--- config.mk ---
export PLATFORM = sky130hd
export DESIGN_NAME = data_memory_pipe
export DESIGN_NICKNAME = d
export VERILOG_FILES = /design/src/rtl/data_memory_pipe.sv
export SDC_FILE = /design/constraint.sdc
export NUM_CORES = 1
export LEC_CHECK = 0
export BUFFER_PORTS_ARGS = -buffer_cell sky130_fd_sc_hd__buf_2
export CAP_MARGIN = 20
export CORE_ASPECT_RATIO = 1.5
export CORE_MARGIN = 2
export CORE_UTILIZATION = 57
export CTS_CLUSTER_DIAMETER = 60
export DETAILED_ROUTE_END_ITERATION = 12
export GPL_ROUTABILITY_DRIVEN = 1
export PLACE_DENSITY_LB_ADDON = 0.05
export SLEW_MARGIN = 20
export SYNTH_ARGS = -nofsm -noshare
export SYNTH_HDL_FRONTEND = slang
export SYNTH_SLANG_ARGS = --single-unit
export TNS_END_PERCENT = 1
--- constraint.sdc ---
create_clock -name clk0 -period 2.5 [get_ports clk0]
set_input_delay 0.25 -clock clk0 [delete_from_list [all_inputs] [get_ports clk0]]
set_output_delay 0.25 -clock clk0 [all_outputs]
set_load 0.01 [all_outputs]
--- src/rtl/data_memory_pipe.sv ---
// Single-port synchronous data memory: byte-masked writes, 1- or 2-cycle
// pipelined reads with a valid strobe, and an optional post-reset clearing sweep.
module data_memory_pipe #(
    parameter int unsigned      WIDTH          = 16,
    parameter int unsigned      DEPTH          = 64,
    parameter int unsigned      ADDR_W         = 6,
    parameter int unsigned      READ_LAT       = 1,
    parameter bit               CLEAR_ON_RESET = 1'b1,
    parameter logic [WIDTH-1:0] INIT_VALUE     = '0
) (
    input  logic                 clk0,
    input  logic                 rstb0,
    input  logic                 csb0,
    input  logic                 web0,
    input  logic [WIDTH/8-1:0]   wmask0,
    input  logic [ADDR_W-1:0]    addr0,
    input  logic [WIDTH-1:0]     din0,
    output logic [WIDTH-1:0]     dout0,
    output logic                 rvalid0,
    output logic                 ready0
);

    localparam int unsigned NB    = WIDTH / 8;
    localparam int unsigned IDX_W = (DEPTH > 1) ? $clog2(DEPTH) : 1;
    localparam int unsigned CMP_W = ADDR_W + 1;

    if ((WIDTH % 8) != 0 || WIDTH == 0) begin : g_bad_width
        $error("data_memory_pipe: WIDTH must be a non-zero multiple of 8");
    end
    if (READ_LAT != 1 && READ_LAT != 2) begin : g_bad_lat
        $error("data_memory_pipe: READ_LAT must be 1 or 2");
    end
    if (DEPTH < 1 || 64'(DEPTH) > (64'(1) << ADDR_W)) begin : g_bad_depth
        $error("data_memory_pipe: DEPTH must be in 1..2**ADDR_W");
    end

    typedef enum logic [0:0] {
        ST_INIT = 1'b0,
        ST_RUN  = 1'b1
    } state_e;

    localparam state_e RST_STATE = CLEAR_ON_RESET ? ST_INIT : ST_RUN;

    state_e              state_q, state_d;
    logic [ADDR_W-1:0]   cnt_q, cnt_d;
    logic                ready_q, ready_d;
    logic [WIDTH-1:0]    dout_q;
    logic                rvalid_q;

    logic [WIDTH-1:0]    mem [DEPTH];

    logic                accept_c;
    logic                rd_acc_c;
    logic                wr_acc_c;
    logic                in_range_c;
    logic [IDX_W-1:0]    idx_c;
    logic [WIDTH-1:0]    rd_data_c;
    logic                pipe_valid_c;
    logic [WIDTH-1:0]    pipe_data_c;

    // Sweep/run state register; ready mirrors the state being entered
    always_ff @(posedge clk0 or negedge rstb0) begin
        if (!rstb0) begin
            state_q <= RST_STATE;
            cnt_q   <= '0;
            ready_q <= 1'b0;
        end else begin
            state_q <= state_d;
            cnt_q   <= cnt_d;
            ready_q <= ready_d;
        end
    end

    always_comb begin
        state_d = state_q;
        cnt_d   = cnt_q;
        case (state_q)
            ST_INIT: begin
                cnt_d = cnt_q + ADDR_W'(1);
                if (cnt_q == ADDR_W'(DEPTH - 1)) begin
                    state_d = ST_RUN;
                    cnt_d   = '0;
                end
            end
            default: ;
        endcase
        ready_d = (state_d == ST_RUN);
    end

    assign accept_c   = ~csb0 & ready_q;
    assign rd_acc_c   = accept_c & web0;
    assign wr_acc_c   = accept_c & ~web0;
    assign in_range_c = ({1'b0, addr0} < CMP_W'(DEPTH));
    assign idx_c      = IDX_W'(addr0);
    assign rd_data_c  = in_range_c ? mem[idx_c] : '0;

    // Array: sweep writes take priority; no accesses are accepted during the sweep anyway
    always_ff @(posedge clk0) begin
        if (state_q == ST_INIT) begin
            mem[IDX_W'(cnt_q)] <= INIT_VALUE;
        end else if (wr_acc_c && in_range_c) begin
            for (int b = 0; b < NB; b++) begin
                if (wmask0[b]) begin
                    mem[idx_c][8*b +: 8] <= din0[8*b +: 8];
                end
            end
        end
    end

    if (READ_LAT == 2) begin : g_lat2
        logic             s1_valid_q;
        logic [WIDTH-1:0] s1_data_q;

        // Extra array-output stage; captured data is immune to later writes
        always_ff @(posedge clk0 or negedge rstb0) begin
            if (!rstb0) begin
                s1_valid_q <= 1'b0;
                s1_data_q  <= '0;
            end else begin
                s1_valid_q <= rd_acc_c;
                s1_data_q  <= rd_data_c;
            end
        end

        assign pipe_valid_c = s1_valid_q;
        assign pipe_data_c  = s1_data_q;
    end else begin : g_lat1
        assign pipe_valid_c = rd_acc_c;
        assign pipe_data_c  = rd_data_c;
    end

    // Output stage: dout holds the last completed read
    always_ff @(posedge clk0 or negedge rstb0) begin
        if (!rstb0) begin
            dout_q   <= '0;
            rvalid_q <= 1'b0;
        end else begin
            rvalid_q <= pipe_valid_c;
            if (pipe_valid_c) begin
                dout_q <= pipe_data_c;
            end
        end
    end

    assign dout0   = dout_q;
    assign rvalid0 = rvalid_q;
    assign ready0  = ready_q;

endmodule

Word-level counts from Yosys, hierarchy flattened
Memory sizes are Yosys's and may differ from the RTL's. A register that Yosys moved wholly into a read port is not among the register bits. Index checks and enable logic that the tools add are counted.

Register bits after elaboration: 8. Output and inout port bits: 18. Bits in writable memories: 1024. Memories: 1. Bits of input ports: 28.

Reduce and logical (&&, ||, !) cells: 2. Mux-type cells: 15. Bitwise logic cells: 5. Equality and inequality tests: 1. Add/sub/neg operators: 1.

Memories: mem (depth 64, bits a word 16, rd ports 1, clocked after Yosys merged registers in 1, write ports 1, line 50) `logic [WIDTH-1:0] mem [DEPTH];`.

Operators by type and width (number): 16-bit two-way mux (1); 16-bit OR reduction (1); 6-bit two-way mux (2); 1-bit two-way mux (11); 6-bit by 1-bit adder with 6-bit output (second input constant) (1); 6-bit equality test (second input constant) (1); 1-bit bitwise AND (3); 2-bit two-way mux (1); 1-bit inverter (2); 1-bit logical NOT (1).

Depth between registers and ports, before layout
Gate-level depths: netlist of the first run.

Depth in word-level cells: 8. Gate-level depth with buffers: 9. Mapped depth without buffers: 6.

Worst setup path before layout of the first run
No wires, ideal clock.

Path kind: input to register. Start point: input port csb0. End point: memory mem[0][10], data pin. Path slack: 0.022 ns. Data arrival time: 2.111 ns. Data required time: 2.133 ns. Cell stages on the path: 5. Buffers on the path: 2. Cells stage by stage: nor2_1 o211a_1 clkbuf_1 clkbuf_1 and2_1.

Word-level cells in the longest chain between the ends: 8. Elaborated cells on any way between the ends: 11. Those cells by class: mux (7); bitwise (3); reduce/logical (1).

Ends and longest elaborated chain: start, declared (line 13) `input logic csb0,`; 1-bit inverter * (line 90) `assign accept_c = ~csb0 & ready_q;`; 1-bit bitwise AND * (line 90); 1-bit bitwise AND * (line 92) `assign wr_acc_c = accept_c & ~web0;`; 1-bit two-way mux (line 101) `end else if (wr_acc_c && in_range_c) begin`; 1-bit two-way mux (line 99) `if (state_q == ST_INIT) begin`; 1-bit two-way mux (implied by the code) (line 104) `mem[idx_c][8*b +: 8] <= din0[8*b +: 8];`; 16-bit OR reduction (no source line) *; 16-bit two-way mux (no source line) *; end, declared (line 50).

Mark *: on every way between the ends. The rest lies on a longest branch, timed or not.

Worst setup path after layout of the first run
Start point: register ready_q (netlist: ready0). End point: memory mem[12][11] (enable).

Word-level cells in the longest chain between the ends: 7. Elaborated cells on any way between the ends: 12. Those cells by class: mux (9); bitwise (2); reduce/logical (1).

Ends and longest elaborated chain: start, declared (line 46) `logic ready_q, ready_d;`; start signal, assigned (line 70) `ready_q <= ready_d;`; 1-bit bitwise AND (line 90); 1-bit bitwise AND (line 92); 1-bit two-way mux (line 101); 1-bit two-way mux (line 99); 1-bit two-way mux (implied by the code) (line 104); 16-bit OR reduction (no source line); 6-bit two-way mux (no source line) or 2-bit two-way mux (tied branches).

Several ways; a longest one is shown, not always the timed one.

==> impl_metrics.yaml, run 1 <==
setup_path:
  worst-path-max-fanout: 8
  rrSetupSlack_ns: 0.0004
  r2r_start: "ready0"
  cp-start-kind: "register"
  r2r-end: "mem[12][11]"
  cp_top_family: "simple AND/OR/NAND/NOR gates"
  critPathBufInv: 1
  rr_worst_depth: 6
  critical_path_class: "reg2reg"
  end_kind: "register"
  crit_chain: "o211ai_1, buf_4, nor3_1, nor2_1, or2_2, nor2_1"
  arrival_ns: 2.78
  cp_data_required_time_ns: 2.78
  critPathSlowestCell: "nor2_1"
  startpoint: "ready0"
  worst_path_largest_cell_delay_ns: 0.66
  path_common_cell: "nor2_1"
timing:
  max_slew_margin_pct: 30.7
  setup-tns-final_ns: 0
  hold_slack_ns: 0.0822
  period_minus_slack_ns: 2.50
  finalWorstSetupSlack_ns: 0.000422
  slew_violations: 0
  setup-violations-final: 0
  rsz0062_at_grt: "true"
  finalHoldViolCount: 0
  fmax_mhz: 400
  finalCritPeriodShare_pct: 100
  fin_skew_ns: 0.0254
  worst_pin_slew_ns: 1.01
cells_and_area:
  final_common_cell: "edfxtp_1"
  area_growth_syn_to_layout_pct: 16.9
  final_nets: 2437
  postLayoutCoreUtil_pct: 67.2
  drive_gt1_share_pct: 29.1
  stdcell_area_mm2: 0.0479
  final_cell_mix: "1024 x edfxtp_1, 267 x buf_4, 226 x mux2i_1"
placement:
  io_buffer_count: 45
  place_area_mm2: 0.0449
  gp_congestion: 0.945
  hpwl_mm: 66.4
  dp_slack_ns: -0.476
logic_synthesis:
  syn_inst: 2075
  syn_area_per_cell_um2: 19.7
  yosys.area.top_type: "edfxtp_1"
  synth.area.top_cells: "edfxtp_1 75%, mux4_2 8.8%, mux2i_1 5.5%, a22oi_1 1.5%, dfrtp_1 1.5%"
  synthFlopType: "edfxtp_1"
  ys_seq_area_share_pct: 76.5
  yosys.cell_types.count: 43
  synth.cell_area_mm2: 0.0410
  syn-num-nets: 2104
  yosys_warnings: 0
  post-synth-top-area-fraction_pct: 75.0
  async_flop_share_pct: 2.29
  synth-seq-cells: 1048
  synth_edf_count: 1024
global_routing:
  grt_use_total_pct: 27.2
  grt_max_degree: 65
  gr-total-overflow: 0
  antenna_found_initial: 3
  first_global_vias: 21769
  grt_pass1_wl_mm: 145
hold_path:
  holdPathStages: 2
  hold_start: "din0[5]"
  hold_path_end: "mem[7][5]"
  hold_path.class: "in2reg"
routing:
  antenna_left: 0
  drc: 0
  dr_total_vias: 21075
  viasPerCell: 6.20
  wl_mm: 98.9
  wl_per_cell_um: 29.1
  dr.pass1.iters: 6
  initialDrtViolationCount: 2072
run_status:
  run_status: "complete, no violations"
pwr:
  vdd_drop_max_mv: 0.758
  power_density_mw_per_mm2: 710
  p_leak_nw: 13.9
clock_tree:
  clockBufferDepth: 3
  cts_tree: "done"
  cts_root_buf: "clkbuf_16"
  htreeDepth: 3
  cts_made_buffers: 92
  cts.sinks: 1048
  clkLatencyLatePin_ns: 0.66
  clk_pin_slew_ns: 0.07
floorplan:
  die_area_mm2: 0.0741
  core-area_mm2: 0.0713
  rows: 120
  die_w_um: 223
  pin_count: 46
  start_util_pct: 57.5
  fp.dieH_um: 332
run:
  max_cap_violations: 0
[worst register-to-register path: cells and delay by family (launching register included)]
family          cells  cell delay, ns
compound gates      1            0.13
flops               1            0.41
buf+inv             1            0.19
simple gates        4            1.39
[timing repair]
item | CTS | global route
setup buffers | 0 | 0
hold buffers | 1 | 0
gates resized for setup | 3 | 19
endpoints found under the setup margin | 23 | 151
hold endpoints to repair | 24 | 0
[sequential cells by signal (all words and copies together) (netlist names)]
register	flops
ready0	1
cnt_q	6
mem	1024
rvalid0	1
dout0	16
[where the power goes]
group	leakage, nW	switching, mW	internal (mW)
combinational	4.95	0.546	0.397
clock	1.47	6.20	7.92
sequential	7.45	0	19.0
[routing by layer]
layer  global-route usage, %  share of wire (%)
met1                    32.9                 37
met4                    10.9                3.8
met2                    49.3                 54
met3                    3.72                5.3
met5                       0              0.013
[synthesized netlist by cell type (3+ instances only)]
library cell and count:
edfxtp_1 1024, mux2i_1 226, mux4_2 160, nor2_1 133, a22oi_1 80, clkbuf_1 57
buf_2 49, a211oi_1 32, dfrtp_1 24, nand3_1 23, nand2_1 21, nor2b_1 20
o21ai_0 18, and2_1 17, mux2_2 17, o211ai_1 17, a2111oi_0 16, a221o_1 16
a22o_1 16, a31oi_1 16, o22ai_1 16, o21ai_1 14, nand2b_1 12, buf_1 9
buf_6 6, nor3_1 6, o21bai_1 4, a21oi_1 3, nand3b_1 3
[how the worst max path moves through the flow]
stage | endpoint | slack [ns] | depth (start not counted)
6_report | mem[12][11] | 0.0004 | 6
5_1_grt | mem[12][11] | -0.07 | 6
4_1_cts | mem[12][11] | 0.007 | 6
3_5_place_dp | mem[40][3] | -0.48 | 9
3_3_place_gp | mem[40][5] | -0.50 | 9
2_1_floorplan | mem[0][10] | 0.02 | 5
[metrics by stage]
stage	total power, mW	instances
finish	34.0	3400
global route	34.9	3398
CTS	34.3	3398
detailed placement	20.3	3228
global placement	20.3	3228
floorplan	19.9	2075
[final cells by class]
class                      instances  area (um2)
fill                            4721       23400
timing repair buffer             362        3240
sequential                      1048       31400
clock inverter                    56         514
inverter                           3        11.3
tap                              915        1140
antenna                            2        5.00
multi-input combinational        901        9170
clock buffer                     113        2480
[logic make-up after synthesis]
family / synth area share, %
AOI/OAI and AO/OA: 4.49
xor gates and xnor gates: 0.0428
adders and majority gates: 0.0305
buffers and inverters: 1.43
DFF: 76.5
muxes: 14.8
and+or+nand+nor: 2.72
(Power assumes the default switching activity.)
==> run 2: changes to the inputs <==
- CORE_MARGIN: 2 -> 10
==> run 2 against run 1 <==
Net effect:
- critical path depth decreased by 1
- power increased by 2.1%
- register-to-register slack about the same
- highest routed layer unchanged
==> impl_metrics.yaml, run 2 (synthesis gave the netlist of run 1 again) <==
clock_tree:
  clk_pin_slew_ns: 0.07
  cts.sinks: 1048
  cts_tree: "done"
  post_cts_buffers: 0
  htreeDepth: 3
  cts_root_buf: "clkbuf_16"
  clkLatencyLatePin_ns: 0.67
  cts_made_buffers: 92
  clockBufferDepth: 3
placement:
  io_buffer_count: 45
  gp_congestion: 0.923
  place_area_mm2: 0.0449
  hpwl_mm: 68.1
  dp_slack_ns: -0.454
floorplan:
  fp.dieH_um: 348
  rows: 120
  start_util_pct: 57.5
  core-area_mm2: 0.0713
  die_area_mm2: 0.0832
  pin_count: 46
  die_w_um: 239
cells_and_area:
  final_nets: 2435
  largest_reg_flops: 1024
  antenna_cells: 0
  area_growth_syn_to_layout_pct: 17.5
  fill_cells: 4619
  drive_gt1_share_pct: 29.7
  largest_register: "mem"
  stdcell_area_mm2: 0.0481
  final_common_cell: "edfxtp_1"
  final_cell_mix: "1024 x edfxtp_1, 260 x buf_4, 226 x mux2i_1"
routing:
  initialDrtViolationCount: 1900
  dr_wl_met2_mm: 55.1
  dr.pass1.iters: 7
  dr_total_vias: 21064
  maxUsedRoutingLayer: "met5"
  dr_wl_met3_mm: 4.98
  drt-met1-wl_mm: 35.5
  viasPerCell: 6.20
  wl_per_cell_um: 29.6
  antenna_left: 0
  drc: 0
  wl_mm: 101
setup_path:
  cp.depth: 5
  critPathSlowestCell: "nor2_1"
  critPathBufInv: 1
  crit_chain: "o211a_1, buf_4, nor3_1, o21ai_1, nor2_1"
  cp_top_family: "simple AND/OR/NAND/NOR gates"
  rr_worst_depth: 5
  rrSetupSlack_ns: 0.007
  arrival_ns: 2.79
  worst_path_largest_cell_delay_ns: 0.65
  worst-path-max-fanout: 8
  cp-start-kind: "register"
  cp_data_required_time_ns: 2.80
  end_kind: "register"
  critical_path_class: "reg2reg"
global_routing:
  grt_max_degree: 65
  grt_use_total_pct: 24.6
  grt_pass1_wl_mm: 148
  gr-total-overflow: 0
  first_global_vias: 22121
  antenna_found_initial: 5
timing:
  fmax_mhz: 401
  rsz0062_at_grt: "true"
  worst_pin_slew_ns: 1.16
  max_slew_margin_pct: 22.6
  period_minus_slack_ns: 2.49
  finalWorstSetupSlack_ns: 0.00694
  slew_violations: 0
  finalCritPeriodShare_pct: 99.7
  setup-violations-final: 0
  fin_skew_ns: 0.0224
  finalHoldViolCount: 0
pwr:
  power_density_mw_per_mm2: 722
  p_leak_nw: 13.9
  p_total_mw: 34.8
  vdd_drop_max_mv: 0.688
run:
  max_cap_violations: 0
hold_path:
  holdPathStages: 2
  hold_path.class: "in2reg"
run_status:
  run_status: "complete, no violations"
[run 2: timing repair]
item | 4_1_cts | 5_1_grt
resized for setup | 6 | 27
hold buffers | 1 | 0
setup endpoints to repair | 48 | 275
hold endpoints to repair | 24 | 0
[run 2: area by class of cell]
type,instances,area [um2],share of cell area (%)
inverters,3,11.3,0.0234
repair buffers,360,3290,6.84
clock buffers,119,2510,5.21
well taps,915,1140,2.38
flip-flops and latches,1048,31400,65.1
multi-input cells,901,9170,19.1
clock inverters,54,668,1.39
[run 2: through the flow]
step                TNS, ns  utilization [%]  std cells  hold WS (ns)
floorplan                 0                -       2075       -0.0456
CTS                       0             67.4       3400        0.0917
finish                    0             67.5       3400         0.135
detailed placement   -87.55             62.9       3226         0.346
global route          -3.65             67.5       3400         0.144
global placement     -83.07             62.9       3226         0.332
[run 2: layer usage]
layer,global-route usage [%],up-vias
met3,3.13,212
li1,-,9199
met5,0,-
met2,44.7,686
met4,12.4,4
met1,28.0,10963
[run 2: report_power, final]
part	internal, mW	switching [mW]
Clock	8.58	6.29
Combinational	0.391	0.533
Sequential	19.0	0
[run 2: final timing paths]
kind | startpoint | end
max | ready0 | mem[16][8]
min | din0[6] | mem[54][6]
max reg2reg | ready0 | mem[16][8]
min reg2reg | dout0[4] | dout0[4]
max in group asynchronous | rstb0 | dout0[11]
min in group asynchronous | rstb0 | rvalid0
==> run 3: changes to the inputs <==
- CORE_MARGIN: 10 -> 5
- CORE_UTILIZATION: 57 -> 55
==> run 3 against run 2 <==
Net effect:
- global-route usage is essentially flat
- critical endpoint is now mem[0][15]
- non-clock buffer count decreased by 6
- via count shrank 0.58%
- clock-buffer cell count shrank 8
- clock power rose by 5%
- setup slack better by 0.00054 ns
- power increased by 2.1%
- critical path depth shrank 1
==> impl_metrics.yaml, run 3 (synthesis gave the netlist of run 1 again) <==
global_routing:
  grt_pass1_wl_mm: 144
  gr-total-overflow: 0
  first_global_vias: 21734
  grt_max_degree: 65
  grt_use_total_pct: 24.6
  antenna_found_initial: 4
setup_path:
  worst-path-max-fanout: 8
  cp_data_required_time_ns: 2.78
  critical_path_class: "reg2reg"
  r2r_start: "ready0"
  cp-start-kind: "register"
  worst_path_largest_cell_delay_ns: 0.67
  rrSetupSlack_ns: 0.007
  r2r-end: "mem[0][15]"
  arrival_ns: 2.77
  critPathSlowestCell: "nor2_1"
  end_kind: "register"
  rr_worst_depth: 4
  crit_chain: "o211a_1, nor3_1, o21ai_1, nor2_1"
routing:
  antenna_left: 0
  drc: 0
  dr.pass1.iters: 5
  wl_per_cell_um: 27.9
  viasPerCell: 6.02
  wl_mm: 97.1
  initialDrtViolationCount: 1977
  dr_total_vias: 20941
timing:
  fmax_mhz: 401
  finalWorstSetupSlack_ns: 0.00748
  fin_skew_ns: 0.0256
  finalHoldViolCount: 0
  period_minus_slack_ns: 2.49
  slew_violations: 0
  max_slew_margin_pct: 31.5
  worst_pin_slew_ns: 1.03
  rsz0062_at_grt: "true"
  finalCritPeriodShare_pct: 99.7
  hold_slack_ns: 0.128
  setup-violations-final: 0
cells_and_area:
  final_common_cell: "edfxtp_1"
  fill_cells: 5080
  area_growth_syn_to_layout_pct: 18.1
  multi_input_area_mm2: 0.00916
  register_area_mm2: 0.0314
  drive_gt1_share_pct: 29.1
  final_cell_mix: "1024 x edfxtp_1, 254 x buf_4, 226 x mux2i_1"
  largest_register: "mem"
  final_nets: 2434
  largest_reg_flops: 1024
floorplan:
  core-area_mm2: 0.0739
  die_w_um: 233
  die_area_mm2: 0.0802
  fp.dieH_um: 344
  pin_count: 46
  start_util_pct: 55.5
  rows: 122
pwr:
  p_total_mw: 35.5
  vdd_drop_max_mv: 0.805
  power_density_mw_per_mm2: 733
  p_leak_nw: 14.0
clock_tree:
  clkLatencyLatePin_ns: 0.66
  htreeDepth: 3
  cts_made_buffers: 97
  cts.sinks: 1048
  clk_pin_slew_ns: 0.07
  clockBufferDepth: 3
  cts_tree: "done"
  cts_root_buf: "clkbuf_16"
placement:
  io_buffer_count: 45
  dp_slack_ns: -0.320
  gp_congestion: 0.901
  hpwl_mm: 65.0
run_status:
  run_status: "complete, no violations"
run:
  max_cap_violations: 0
hold_path:
  hold_start: "din0[2]"
  hold_path.class: "in2reg"
  holdPathStages: 2
  hold_path_end: "mem[39][2]"
[run 3: worst max path at each step]
stage / from / endpoint / slack [ns] / cells after the start
after floorplan: csb0 / mem[0][10] / 0.02 / 5
after detailed placement: addr0[0] / dout0[1] / -0.32 / 9
after global routing: ready0 / mem[4][15] / -0.09 / 4
after global placement: addr0[0] / dout0[1] / -0.61 / 9
after CTS: ready0 / mem[56][1] / 0.006 / 7
final: ready0 / mem[0][15] / 0.007 / 4
[run 3: critical path, delay by kind of cell (launching register included)]
kind / cells / cell delay [ns]
DFF: 1 / 0.44
and+or+nand+nor: 2 / 1.16
AOI/OAI and AO/OA: 2 / 0.52
[run 3: per-stage QoR]
step	std cells	utilization, %	setup TNS, ns	cell area [um2]
floorplan	2075	-	0	41000
global placement	3297	60.8	-46.89	44900
detailed placement	3297	60.8	-52.55	44900
CTS	3473	65.4	0	48300
global route	3473	65.5	-2.06	48400
finish	3476	65.5	0	48400
[run 3: power breakdown]
part / switching [mW] / internal, mW
logic: 0.508 / 0.381
clock network: 6.27 / 9.35
registers: 0 / 19.0
total: 6.78 / 28.7
[run 3: layout make-up]
cell class	instances	area share, %
Antenna cell	3	0.0155
Tap cell	992	2.57
Timing Repair Buffer	354	6.71
Clock buffer	111	5.26
Sequential cell	1048	64.8
Multi-Input combinational cell	901	18.9
Inverter	3	0.0233
Clock inverter	64	1.72
[run 3: per-layer routing]
layer	part of all wire (%)	global-route usage, %	up-vias
met5	0	0	-
li1	-	-	9204
met2	53	43.5	679
met1	38	31.7	10889
met3	5.5	3.35	169
met4	3.4	8.32	0
[run 3: what timing repair did]
action,in CTS,in global routing
endpoints found under the setup margin,45,194
endpoints found under the hold margin,24,0
gates resized for setup,6,20
setup buffers,0,0
hold buffers,1,0
